--- src/rtl/riscv_pipe_pkg.sv ---
// Shared encodings for the 5-stage core's hazard and forwarding logic.
package riscv_pipe_pkg;

  // Forwarding mux selects driven into the E-stage operand muxes
  localparam logic [1:0] FWD_RF = 2'b00;
  localparam logic [1:0] FWD_W  = 2'b01;
  localparam logic [1:0] FWD_M  = 2'b10;

  // Next-PC source selected by the instruction in E
  localparam logic [1:0] PCSRC_SEQ  = 2'b00;
  localparam logic [1:0] PCSRC_BR   = 2'b01;
  localparam logic [1:0] PCSRC_JALR = 2'b10;

  // x0 is hardwired to zero and is never a forwarding or load-use source
  localparam int unsigned X0_IDX = 0;

  typedef enum logic {
    MC_IDLE = 1'b0,
    MC_BUSY = 1'b1
  } mc_state_e;

  // M stage holds the younger result, so it takes priority over W
  function automatic logic [1:0] fwd_pick(input logic m_hit, input logic w_hit);
    if (m_hit)      return FWD_M;
    else if (w_hit) return FWD_W;
    else            return FWD_RF;
  endfunction

endpackage

--- src/rtl/sat_counter.sv ---
// Up-counter that sticks at all-ones instead of wrapping; synchronous active-low clear.
module sat_counter #(
  parameter int unsigned CNT_W = 32
) (
  input  logic             i_clk,
  input  logic             i_clr_n,
  input  logic             i_inc,
  output logic [CNT_W-1:0] o_cnt
);

  logic [CNT_W-1:0] r_cnt;

  // Clear has priority; increment only while below the saturation value
  always_ff @(posedge i_clk) begin
    if (!i_clr_n) begin
      r_cnt <= '0;
    end else if (i_inc && (r_cnt != '1)) begin
      r_cnt <= r_cnt + 1'b1;
    end
  end

  assign o_cnt = r_cnt;

endmodule

--- src/rtl/pipeline_hazard_ctrl.sv ---
// Hazard unit: operand forwarding, load-use stall, branch flush,
// multi-cycle execute occupancy and stall/flush performance counters.
module pipeline_hazard_ctrl
  import riscv_pipe_pkg::*;
#(
  parameter int unsigned REG_AW = 5,
  parameter int unsigned MC_LAT = 4,
  parameter int unsigned CNT_W  = 32
) (
  input  logic              CLK,
  input  logic              RST_N,
  input  logic [REG_AW-1:0] Rs1D,
  input  logic [REG_AW-1:0] Rs2D,
  input  logic [REG_AW-1:0] Rs1E,
  input  logic [REG_AW-1:0] Rs2E,
  input  logic [REG_AW-1:0] RdE,
  input  logic [REG_AW-1:0] RdM,
  input  logic [REG_AW-1:0] RdW,
  input  logic              LoadE,
  input  logic              RegWriteM,
  input  logic              RegWriteW,
  input  logic [1:0]        PCSrcE,
  input  logic              McStartE,
  output logic              StallF,
  output logic              StallD,
  output logic              StallE,
  output logic              FlushD,
  output logic              FlushE,
  output logic              FlushM,
  output logic [1:0]        ForwardAE,
  output logic [1:0]        ForwardBE,
  output logic              McBusy,
  output logic              McFirst,
  output logic [CNT_W-1:0]  StallCnt,
  output logic [CNT_W-1:0]  FlushCnt
);

  // Down-counter only has to hold MC_LAT-2; keep at least one bit
  localparam int unsigned DCW = (MC_LAT > 2) ? $clog2(MC_LAT - 1) : 1;
  localparam bit          MC_EN = (MC_LAT > 1);
  localparam logic [DCW-1:0] CNT_LOAD = DCW'((MC_LAT > 1) ? (MC_LAT - 2) : 0);
  localparam logic [REG_AW-1:0] X0 = REG_AW'(X0_IDX);

  mc_state_e        r_state;
  mc_state_e        w_state_nxt;
  logic [DCW-1:0]   r_cnt;
  logic [DCW-1:0]   w_cnt_nxt;
  logic             w_mc_stall;
  logic             w_mc_first;
  logic             w_lw_stall;
  logic             w_br_flush;
  logic [1:0]       w_fwd_a;
  logic [1:0]       w_fwd_b;

  // Per-operand forwarding select plus load-use and branch hazard detection
  always_comb begin
    w_fwd_a = fwd_pick(RegWriteM && (RdM != X0) && (RdM == Rs1E),
                       RegWriteW && (RdW != X0) && (RdW == Rs1E));
    w_fwd_b = fwd_pick(RegWriteM && (RdM != X0) && (RdM == Rs2E),
                       RegWriteW && (RdW != X0) && (RdW == Rs2E));
    w_lw_stall = LoadE && (RdE != X0) && ((RdE == Rs1D) || (RdE == Rs2D));
    w_br_flush = (PCSrcE != PCSRC_SEQ);
  end

  // Multi-cycle occupancy: next state, down-counter load/decrement, stall and strobe
  always_comb begin
    w_state_nxt = r_state;
    w_cnt_nxt   = r_cnt;
    w_mc_stall  = 1'b0;
    w_mc_first  = 1'b0;
    unique case (r_state)
      MC_IDLE: begin
        if (McStartE && MC_EN) begin
          w_mc_stall = 1'b1;
          // A start coinciding with a redirect is ignored by the FSM
          if (!w_br_flush) begin
            w_state_nxt = MC_BUSY;
            w_cnt_nxt   = CNT_LOAD;
            w_mc_first  = 1'b1;
          end
        end
      end
      MC_BUSY: begin
        if (r_cnt == '0) begin
          w_state_nxt = MC_IDLE;
        end else begin
          w_cnt_nxt  = r_cnt - 1'b1;
          w_mc_stall = 1'b1;
        end
      end
      default: begin
        w_state_nxt = MC_IDLE;
      end
    endcase
  end

  // FSM state and down-counter registers
  always_ff @(posedge CLK) begin
    if (!RST_N) begin
      r_state <= MC_IDLE;
      r_cnt   <= '0;
    end else begin
      r_state <= w_state_nxt;
      r_cnt   <= w_cnt_nxt;
    end
  end

  assign StallF    = w_lw_stall || w_mc_stall;
  assign StallD    = w_lw_stall || w_mc_stall;
  assign StallE    = w_mc_stall;
  assign FlushM    = w_mc_stall;
  assign FlushD    = w_br_flush;
  // A held ID-EX register must keep its multi-cycle op, so it is never bubbled
  assign FlushE    = (w_lw_stall || w_br_flush) && !w_mc_stall;
  assign ForwardAE = w_fwd_a;
  assign ForwardBE = w_fwd_b;
  assign McBusy    = (r_state == MC_BUSY);
  assign McFirst   = w_mc_first;

  sat_counter #(.CNT_W(CNT_W)) u_stall_cnt (
    .i_clk   (CLK),
    .i_clr_n (RST_N),
    .i_inc   (StallD),
    .o_cnt   (StallCnt)
  );

  sat_counter #(.CNT_W(CNT_W)) u_flush_cnt (
    .i_clk   (CLK),
    .i_clr_n (RST_N),
    .i_inc   (FlushD),
    .o_cnt   (FlushCnt)
  );

  // A multi-cycle op must never be in E together with a control-flow redirect
  a_no_mc_redirect: assert property (@(posedge CLK) disable iff (!RST_N)
    !(McStartE && (PCSrcE != PCSRC_SEQ)));

endmodule
--- config.mk ---
export PLATFORM = sky130hd
export DESIGN_NAME = pipeline_hazard_ctrl
export DESIGN_NICKNAME = d
export VERILOG_FILES = /design/src/rtl/riscv_pipe_pkg.sv /design/src/rtl/sat_counter.sv /design/src/rtl/pipeline_hazard_ctrl.sv
export SDC_FILE = /design/constraint.sdc
export NUM_CORES = 1
export LEC_CHECK = 0
export BUFFER_PORTS_ARGS = -buffer_cell sky130_fd_sc_hd__buf_2
export CAP_MARGIN = 10
export CORE_MARGIN = 3
export CORE_UTILIZATION = 55
export DETAILED_ROUTE_END_ITERATION = 10
export HOLD_SLACK_MARGIN = 0.03
export PLACE_DENSITY = 0.88
export RECOVER_POWER = 100
export REMOVE_ABC_BUFFERS = 1
export SKIP_CTS_REPAIR_TIMING = 1
export SYNTH_ARGS = -nofsm -noshare
export SYNTH_HDL_FRONTEND = slang
export SYNTH_HIERARCHICAL = 1
export SYNTH_SLANG_ARGS = --single-unit
--- constraint.sdc ---
create_clock -name CLK -period 6.5 [get_ports CLK]
set_clock_uncertainty 0.15 [all_clocks]
set_input_delay 1.3 -clock CLK [delete_from_list [all_inputs] [get_ports CLK]]
set_output_delay 1.3 -clock CLK [all_outputs]
set_load 0.02 [all_outputs]
==> results.md, run 1 <==
- Status: finished with violations
- Failing checks: capacitance limit, slew limit
- Wire per inst: 16.1 µm
- Row cnt: 30
- Area grow syn2layout: 16.6%
- TritonCTS clock tree: yes
- Crit. path cell count: 11
- Synth warn: 6
- Non-Filler Instances: 675
- Fillers: 623
- Htree depth: 3
- Total wire length: 10.9 mm
- Die ar.: 0.00829 mm²
- Slew @ Worst Pin: 1.86 ns
- Vias in the first global route: 3,763
- Fin nets: 621
- Root Buffer: clkbuf_8
- CP delay by family, top: simple AND/OR/NAND/NOR gates
- Core area: 0.00691 mm²
- Pins Over Slew Limit: 57
- Endpoints failing hold: 0
- Clock sink count: 67
- Met3 Use GR: 0.0555
- Crit path DAT: 4.54 ns
- Slowest stage cell, crit path: or4_1
- Share of the synthesized area in the top cell type: 0.337
- Cell mode on critical path: or4_1
- Commonest non-fill, non-tap cell in the layout: clkbuf_1
- Footprint of the multi-input gates: 0.00248 mm²
- Netlist cell types: 45
- Post-DP HPWL: 7.88 mm
- Via density: 6.25
- Clk slew on worst S/H paths: 0.07 ns
- Worst reg-to-reg setup slack: 2.81 ns
- Critical Path Source: RdE[3]
- Register Area: 0.00134 mm²
- Die H: 91.0 µm
- DR DRC count: 0
- Gr busiest metal: met2
- Met2 Track Usage GR: 0.443
- Total global routing overflow: 0
- Top-Level Pins: 119
- Initial antenna violation count: 0
- Most frequent cells in the layout: clkbuf_1, dfxtp_1, buf_2
- Share of layout cells above drive strength 1: 0.117
- Die width: 91.0 µm
- Main area contributors after synthesis: dfxtp_1, or4_1, xnor2_1
- CP Buf/Inv Count: 1
- N_diodes: 0
- Post-Syn Area: 0.00398 mm²
- Drt pass-1 iters: 6
- Slowest stage delay, CP: 0.68 ns
- RD Place Congestion: 0.868
- Worst r2r src: u_flush_cnt/o_cnt[13]$_SDFFE_PN0P_
- Worst-Skew Late Latency: 0.34 ns
- Fin crit period: 4.44 ns
- Cell taking the most area after synthesis: dfxtp_1
- Crit Path Category: primary input to register
- Met1 Use GR: 0.292
- Dpl cells: 660
- Remaining antenna violation count: 0
- RR Endpoint: u_flush_cnt/o_cnt[15]$_SDFFE_PN0P_
- Syn_area_per_cell: 8.46 µm²
- Final setup fails: 0
- First-pass GRT wire length: 17.4 mm
- Routed vias: 4,219
- Leakage power: 1.47 nW
- Critical path startpoint category: primary input
- RSZ-0062 raised after global routing: no
- Max Buffers Root-to-Sink: 2
- Worst VDD drop: 0.135 mV
- Hold WC Path Type: register to register
- Setup TNS: 0 ns
- Worst Path Required: 6.60 ns
- Critical path fanouts, max: 12
- Port Buffers: 118
- Starting Density: 0.576
- Max-cap viol count: 2
- Power per cell area: 172 mW/mm²
- Sequential-to-total area share from yosys stat: 0.337
- Largest net degree at the start of global routing: 44
- Worst Reg2Reg Path Length in Cells: 6
- Final period util: 0.683
- Critical-path cell list: clkbuf_1 -> xnor2_1 -> nand3_1 -> nor3_1 -> o221ai_1 -> nand2b_1 -> nand4_1 -> or4_1 -> or3_1 -> or4_1 -> a21oi_1
- Yosys reg bits: 67
- Critical path endpoint: u_stall_cnt/o_cnt[31]$_SDFFE_PN0P_
- Total CTS buffers: 9
- CP Capture Type: register
- Post-Syn Instances: 470
- FMAX: 225 MHz
- DR iter-0 viols: 226
- Gr usage total: 0.252
- Max_slew headroom: -0.239
[through the flow]
| stage | instance area, µm² | setup slack [ns] | hold slack, ns | utilization | power, mW |
|---|---|---|---|---|---|
| floorplan | 3860 | 1.85 | 0.335 | - | 0.474 |
| global placement | 4600 | 2.09 | 0.314 | 0.666 | 0.509 |
| detailed placement | 4600 | 1.83 | 0.341 | 0.666 | 0.513 |
| CTS | 4760 | 2.18 | 0.349 | 0.689 | 0.808 |
| global route | 4640 | 1.90 | 0.375 | 0.671 | 0.831 |
| finish | 4640 | 2.06 | 0.351 | 0.671 | 0.800 |
[cell usage after synthesis, drive strengths merged]
library cell and n:
ha 3, or3 12, a21o 2, o31ai 22
xor2 20, mux2i 14, and3 6, o21ai 8
a2111oi 2, nor4 16, nand2 33, inv 9
o21a 3, nand4 18, or4 31, dfxtp 67
nor2b 2, nand2b 19, nor3b 1, a211oi 2
nand3 32, and4 12, o211ai 4, nor3 9
xnor2 20, and2 4, a2111o 2, o221ai 1
a21oi 33, nor2 20, o31a 2, buf 6
a31oi 2, o311ai 4, o311a 1, o41ai 8
clkbuf 20
[state kept, by name, indices dropped and copies added, names as in the netlist]
| register | count |
|---|---|
| McBusy | 1 |
| r_cnt | 2 |
| u_flush_cnt/o_cnt | 32 |
| u_stall_cnt/o_cnt | 32 |
[metal layers]
metal,part of all wire,wire [µm],vias up
li1,-,-,2008
met1,0.39,4270,1964
met2,0.50,5380,219
met3,0.088,956,28
met4,0.023,250,0
met5,0,0,-
[worst register-to-register path: stages, from the launching register on]
cell and delay, ns:
dfxtp_1 0.44, nand3_2 0.18, or3_1 0.48, nor4_1 1.31, clkbuf_1 0.62, o311ai_0 0.23
o41ai_1 0.16
[how the worst min path moves through the flow]
| stage | end | slack (ns) | start | depth (start not counted) |
|---|---|---|---|---|
| 2_1_floorplan | r_cnt[1]$_SDFFE_PN0P_ | 0.33 | r_cnt[1]$_SDFFE_PN0P_ | 1 |
| 3_3_place_gp | u_flush_cnt/o_cnt[27]$_SDFFE_PN0P_ | 0.31 | u_flush_cnt/o_cnt[27]$_SDFFE_PN0P_ | 2 |
| 3_5_place_dp | u_flush_cnt/o_cnt[31]$_SDFFE_PN0P_ | 0.34 | u_flush_cnt/o_cnt[31]$_SDFFE_PN0P_ | 2 |
| 4_1_cts | u_flush_cnt/o_cnt[31]$_SDFFE_PN0P_ | 0.35 | u_flush_cnt/o_cnt[31]$_SDFFE_PN0P_ | 2 |
| 5_1_grt | u_flush_cnt/o_cnt[26]$_SDFFE_PN0P_ | 0.37 | u_flush_cnt/o_cnt[26]$_SDFFE_PN0P_ | 2 |
| 6_report | u_stall_cnt/o_cnt[27]$_SDFFE_PN0P_ | 0.35 | u_stall_cnt/o_cnt[27]$_SDFFE_PN0P_ | 2 |
[power by group]
group,switching [mW],total (mW),internal (mW)
clock,0.152,0.297,0.145
sequential,0.00519,0.420,0.415
combinational,0.0503,0.0822,0.0319
[cell families after synthesis]
| family | Yosys count | share of synthesized area |
|---|---|---|
| compound gates | 96 | 0.167 |
| xor+xnor | 40 | 0.0881 |
| fa+ha+maj | 3 | 0.00944 |
| buf+inv | 35 | 0.0374 |
| flops | 67 | 0.337 |
| mux | 14 | 0.0352 |
| simple gates | 215 | 0.325 |
[cell type report]
cell class	count	area share
clock inverter	3	0.00324
timing repair buffer	120	0.109
clock buffer	12	0.0313
sequential	67	0.289
tap	96	0.0259
inverter	9	0.00729
multi-input combinational	368	0.534
Power figures use the tool's default switching activity.
==> run 2, diff against run 1 <==
CORE_UTILIZATION = 47   (was 55)
PLACE_DENSITY = 0.81   (was 0.88)
clock period = 3.6 ns   (was 6.5 ns; I/O delays follow)
==> results.md, run 2 (synthesis gave the netlist of run 1 again) <==
- Status: complete, no violations
- Total CTS buffers: 9 (unchanged)
- CP Capture Type: register
- Final setup fails: 0 (unchanged)
- Hold WC Path Type: register to register
- Fin crit period: 3.22 ns
- TritonCTS clock tree: yes
- DR iter-0 viols: 171 (-24%)
- Routed met3 length: 846 µm (-12%)
- Final Cell Area: 0.00467 mm² (+0.76%)
- Share of layout cells above drive strength 1: 0.112 (-0.00501)
- Worst-Skew Late Latency: 0.34 ns (about the same)
- Root Buffer: clkbuf_8
- Fin nets: 629 (+1.3%)
- Max-cap viol count: 0 (-2)
- Setup TNS: 0 ns (unchanged)
- Pins Over Slew Limit: 0 (-100%)
- Area grow syn2layout: 17.5%
- DR DRC count: 0 (unchanged)
- M1 WL: 4.50 mm (+5.6%)
- Row cnt: 32 (+6.7%)
- Cell mode on critical path: or4_1
- Total wire length: 11.0 mm (+1.2%)
- Max Buffers Root-to-Sink: 2 (unchanged)
- Vias in the first global route: 3,890 (+3.4%)
- WHS: 0.341 ns (-0.00951 ns)
- Power per cell area: 320 mW/mm² (+85%)
- Metal2 WL: 5.47 mm (+1.7%)
- Clk slew on worst S/H paths: 0.07 ns (about the same)
- Die ar.: 0.00960 mm² (+16%)
- Crit Path Category: primary input to register
- FMAX: 310 MHz
- Top-Level Pins: 119 (unchanged)
- Final period util: 0.895
- Max_slew headroom: 0.206 (+0.445)
- Port Buffers: 118 (unchanged)
- Commonest non-fill, non-tap cell in the layout: clkbuf_1
- N_diodes: 0 (unchanged)
- RSZ-0062 raised after global routing: no
- Htree depth: 3 (unchanged)
- Leakage power: 1.49 nW (+1.4%)
- Gr usage total: 0.222 (-0.0296)
- Slowest stage cell, crit path: or4_1
- Starting Density: 0.499 (-0.0767)
- Drt pass-1 iters: 4 (-2)
- Clock sink count: 67 (unchanged)
- Wire per inst: 15.9 µm (-0.89%)
- Crit path DAT: 3.34 ns (-1.20 ns)
- Total global routing overflow: 0 (unchanged)
- Worst VDD drop: 0.262 mV (+94%)
- Largest net degree at the start of global routing: 30 (-32%)
- Core area: 0.00797 mm² (+15%)
- Die width: 98.0 µm (+7.6%)
- Die H: 98.0 µm (+7.6%)
- Pwr Total: 1.49 mW (+87%)
- Placed cell areas: 0.00467 mm² (+1.5%)
- RD Place Congestion: 0.931 (+7.3%)
- Critical-path cell list: buf_2 -> xnor2_1 -> nand3_1 -> nor3_1 -> o221ai_1 -> nand2b_1 -> nand4_1 -> or4_1 -> or3_1 -> or4_1 -> a21oi_1
- Critical path fanouts, max: 4 (-8)
- Slowest stage delay, CP: 0.56 ns (-0.12 ns)
- Top layer in use: met4
- Via density: 6.07 (-2.9%)
- Most frequent cells in the layout: clkbuf_1, dfxtp_1, buf_2
- Worst Path Required: 3.72 ns (-2.88 ns)
- First-pass GRT wire length: 17.9 mm (+2.8%)
- Post-DP HPWL: 8.17 mm (+3.7%)
- Slew @ Worst Pin: 1.18 ns (-0.683 ns)
- Endpoints failing hold: 0 (unchanged)
- Routed vias: 4,181 (-0.90%)
- Initial antenna violation count: 0 (unchanged)
- Remaining antenna violation count: 0 (unchanged)
- Worst reg-to-reg setup slack: 0.63 ns (-2.18 ns)
- Critical path startpoint category: primary input
run 2: critical path: cells and delay by family:
| family | cells | cell delay [ns] |
|---|---|---|
| compound gates | 2 | 0.35 |
| xor+xnor | 1 | 0.17 |
| buf+inv | 1 | 0.13 |
| simple gates | 7 | 1.97 |
run 2: final cells by class:
cell class	count	area (µm²)
Inverter	9	33.8
Tap cell	102	128
Multi-Input combinational cell	368	2450
Sequential cell	67	1340
Clock inverter	3	40.0
Fill cell	768	3300
Timing Repair Buffer	128	548
Clock buffer	12	135
run 2: report_power, final:
part           internal (mW)  switching (mW)  total (mW)
clock network          0.315           0.272       0.586
logic                 0.0580          0.0907       0.149
registers              0.749         0.00940       0.758
total                   1.12           0.372        1.49
run 2: worst paths after layout:
check	startpoint	cells past startpoint	to
worst max-delay path	RdE[2]	11	u_stall_cnt/o_cnt[31]$_SDFFE_PN0P_
worst min-delay path	u_flush_cnt/o_cnt[27]$_SDFFE_PN0P_	2	u_flush_cnt/o_cnt[27]$_SDFFE_PN0P_
worst max register to register	r_cnt[0]$_SDFFE_PN0P_	9	u_stall_cnt/o_cnt[31]$_SDFFE_PN0P_
worst min register to register	u_flush_cnt/o_cnt[27]$_SDFFE_PN0P_	2	u_flush_cnt/o_cnt[27]$_SDFFE_PN0P_
run 2: per-layer routing:
layer,track usage,vias to the layer above
met5,0,-
met4,0.0745,0
met3,0.0571,16
met2,0.385,166
met1,0.267,1975
li1,-,2024
run 2: stage by stage:
step | std cells | worst slack, ns | util
after floorplan | 444 | -0.468 | -
after global placement | 674 | 0.218 | 0.586
after detailed placement | 674 | 0.0509 | 0.586
after CTS | 689 | 0.412 | 0.608
after global routing | 689 | 0.158 | 0.586
final | 689 | 0.378 | 0.586
==> run 3, diff against run 2 <==
BUFFER_PORTS_ARGS = unset   (was -buffer_cell sky130_fd_sc_hd__buf_2)
CORE_UTILIZATION = 55   (was 47)
DONT_BUFFER_PORTS = 1   (was unset)
PLACE_DENSITY = 0.77   (was 0.81)
==> results.md, run 3 (synthesis gave the netlist of run 1 again) <==
- Worst Hold End: u_flush_cnt/o_cnt[6]$_SDFFE_PN0P_
- Root Buffer: clkbuf_8
- First-pass GRT wire length: 16.5 mm (-7.7%)
- Status: complete, no violations
- Htree depth: 3 (unchanged)
- Leakage power: 1.27 nW (-15%)
- Fin crit period: 3.35 ns (+0.133 ns)
- RD Place Congestion: 0.825 (-11%)
- Die width: 91.0 µm (-7.1%)
- WHS: 0.347 ns (+0.00574 ns)
- Die ar.: 0.00829 mm² (-14%)
- Max Buffers Root-to-Sink: 2 (unchanged)
- Wire per inst: 17.7 µm (+11%)
- Post-DP HPWL: 7.45 mm (-8.8%)
- Routed met3 length: 803 µm (-5.1%)
- Top layer in use: met4
- Crit Path Category: primary input to primary output
- Crit path DAT: 2.48 ns (-0.86 ns)
- RSZ-0062 raised after global routing: no
- Remaining antenna violation count: 0 (unchanged)
- Via density: 6.49 (+6.9%)
- Worst reg-to-reg setup slack: 0.60 ns (-0.03 ns)
- Max_slew headroom: 0.174 (-0.0323)
- Pre-CTS setup slack: 0.204 ns (+0.153 ns)
- Starting Density: 0.576 (+0.0767)
- Worst hold start: RST_N
- Fillers: 670 (-13%)
- Most frequent cells in the layout: dfxtp_1, a21oi_1, nand2_1
- Metal2 WL: 5.21 mm (-4.7%)
- Hold WC Path Type: primary input to register
- Worst Reg2Reg Path Length in Cells: 5 (-4)
- Row cnt: 30 (-6.3%)
- Layout Utilization: 0.614 (+0.0281)
- Final WS setup: 0.245 ns (-0.133 ns)
- Core area: 0.00691 mm² (-13%)
- Endpoints failing hold: 0 (unchanged)
- Worst-Skew Late Latency: 0.34 ns (about the same)
- Clk slew on worst S/H paths: 0.07 ns (about the same)
- Area grow syn2layout: 6.73%
- Final setup fails: 0 (unchanged)
- Max-cap viol count: 0 (unchanged)
- Final period util: 0.932 (+0.0369)
- CP Capture Type: primary output
- Total wire length: 10.1 mm (-8.0%)
- Worst r2r src: u_stall_cnt/o_cnt[8]$_SDFFE_PN0P_
- Total CTS buffers: 9 (unchanged)
- DR DRC count: 0 (unchanged)
- Vias in the first global route: 3,496 (-10%)
- Drt pass-1 iters: 4 (unchanged)
- Gr usage total: 0.240 (+0.0184)
- Worst VDD drop: 0.269 mV (+2.8%)
- Die H: 91.0 µm (-7.1%)
- Port Buffers: 0 (-100%)
- Commonest non-fill, non-tap cell in the layout: dfxtp_1
- Fin nets: 515 (-18%)
- Power per cell area: 370 mW/mm² (+16%)
- Largest net degree at the start of global routing: 44 (+47%)
- Top-Level Pins: 119 (unchanged)
- Initial antenna violation count: 0 (unchanged)
- Pins Over Slew Limit: 0 (unchanged)
- FMAX: 298 MHz (-4.0%)
- Total global routing overflow: 0 (unchanged)
- Worst Path Required: 2.73 ns (-0.99 ns)
- WHS Path Cells: 1 (-1)
- Slew @ Worst Pin: 1.22 ns (+0.0479 ns)
- TritonCTS clock tree: yes
- Share of layout cells above drive strength 1: 0.0612 (-0.0513)
- N_diodes: 0 (unchanged)
- Critical path startpoint category: primary input
- DR iter-0 viols: 121 (-29%)
- Clock sink count: 67 (unchanged)
- Critical path fanouts, max: 3 (-1)
- RR Endpoint: u_stall_cnt/o_cnt[1]$_SDFFE_PN0P_
- Routed vias: 3,698 (-12%)
- M1 WL: 3.98 mm (-12%)
-- run 3: cell types whose count changed in the layout (fill, tap and decap cells not counted), sizes merged --
| cell | change |
|---|---|
| clkinvlp | +1 |
| buf | -41 |
| clkbuf | -73 |
| clkinv | -1 |
| bufinv | +1 |
-- run 3: cell type report --
class                           instances  area, µm²  share of cell area
Multi-Input combinational cell        368       2450               0.577
Timing Repair Buffer                   14       71.3              0.0168
Inverter                                9       33.8             0.00796
Clock buffer                           12        155              0.0366
Clock inverter                          4       72.6              0.0171
Tap cell                               96        120              0.0283
Sequential cell                        67       1340               0.316
-- run 3: routing by layer --
| layer | up-vias | global-route usage |
|---|---|---|
| met2 | 114 | 0.430 |
| met1 | 1778 | 0.256 |
| met5 | - | 0 |
| met4 | 0 | 0.0854 |
| met3 | 10 | 0.0936 |
| li1 | 1796 | - |
-- run 3: worst max path at each step --
stage / start / end / slack, ns / cells past startpoint
after floorplan: McStartE / u_stall_cnt/o_cnt[31]$_SDFFE_PN0P_ / -0.47 / 8
after global placement: RdE[4] / u_stall_cnt/o_cnt[31]$_SDFFE_PN0P_ / 0.32 / 10
after detailed placement: RdE[2] / u_stall_cnt/o_cnt[31]$_SDFFE_PN0P_ / 0.20 / 10
after CTS: RdM[1] / ForwardBE[0] / 0.54 / 5
after global routing: RdM[1] / ForwardAE[0] / 0.21 / 4
final: RdM[1] / ForwardAE[0] / 0.25 / 4
-- run 3: critical path, stage by stage --
cell,delay (ns)
or4_4,0.50
o21ai_0,0.23
nor4_1,0.19
nor4_1,0.84
-- run 3: per-stage QoR --
step	instances	total power, mW	instance area (µm²)	TNS, ns
2_1_floorplan	444	0.857	3860	-1.61
3_3_place_gp	554	0.875	4100	0
3_5_place_dp	554	0.879	4100	0
4_1_cts	570	1.59	4330	0
5_1_grt	570	1.63	4240	0
6_report	570	1.57	4240	0
-- run 3: where the power goes --
| part | internal, mW | switching [mW] | total [mW] |
|---|---|---|---|
| Clock | 0.427 | 0.283 | 0.710 |
| Sequential | 0.749 | 0.0199 | 0.769 |
| Combinational | 0.0386 | 0.0507 | 0.0893 |
| Total | 1.21 | 0.354 | 1.57 |
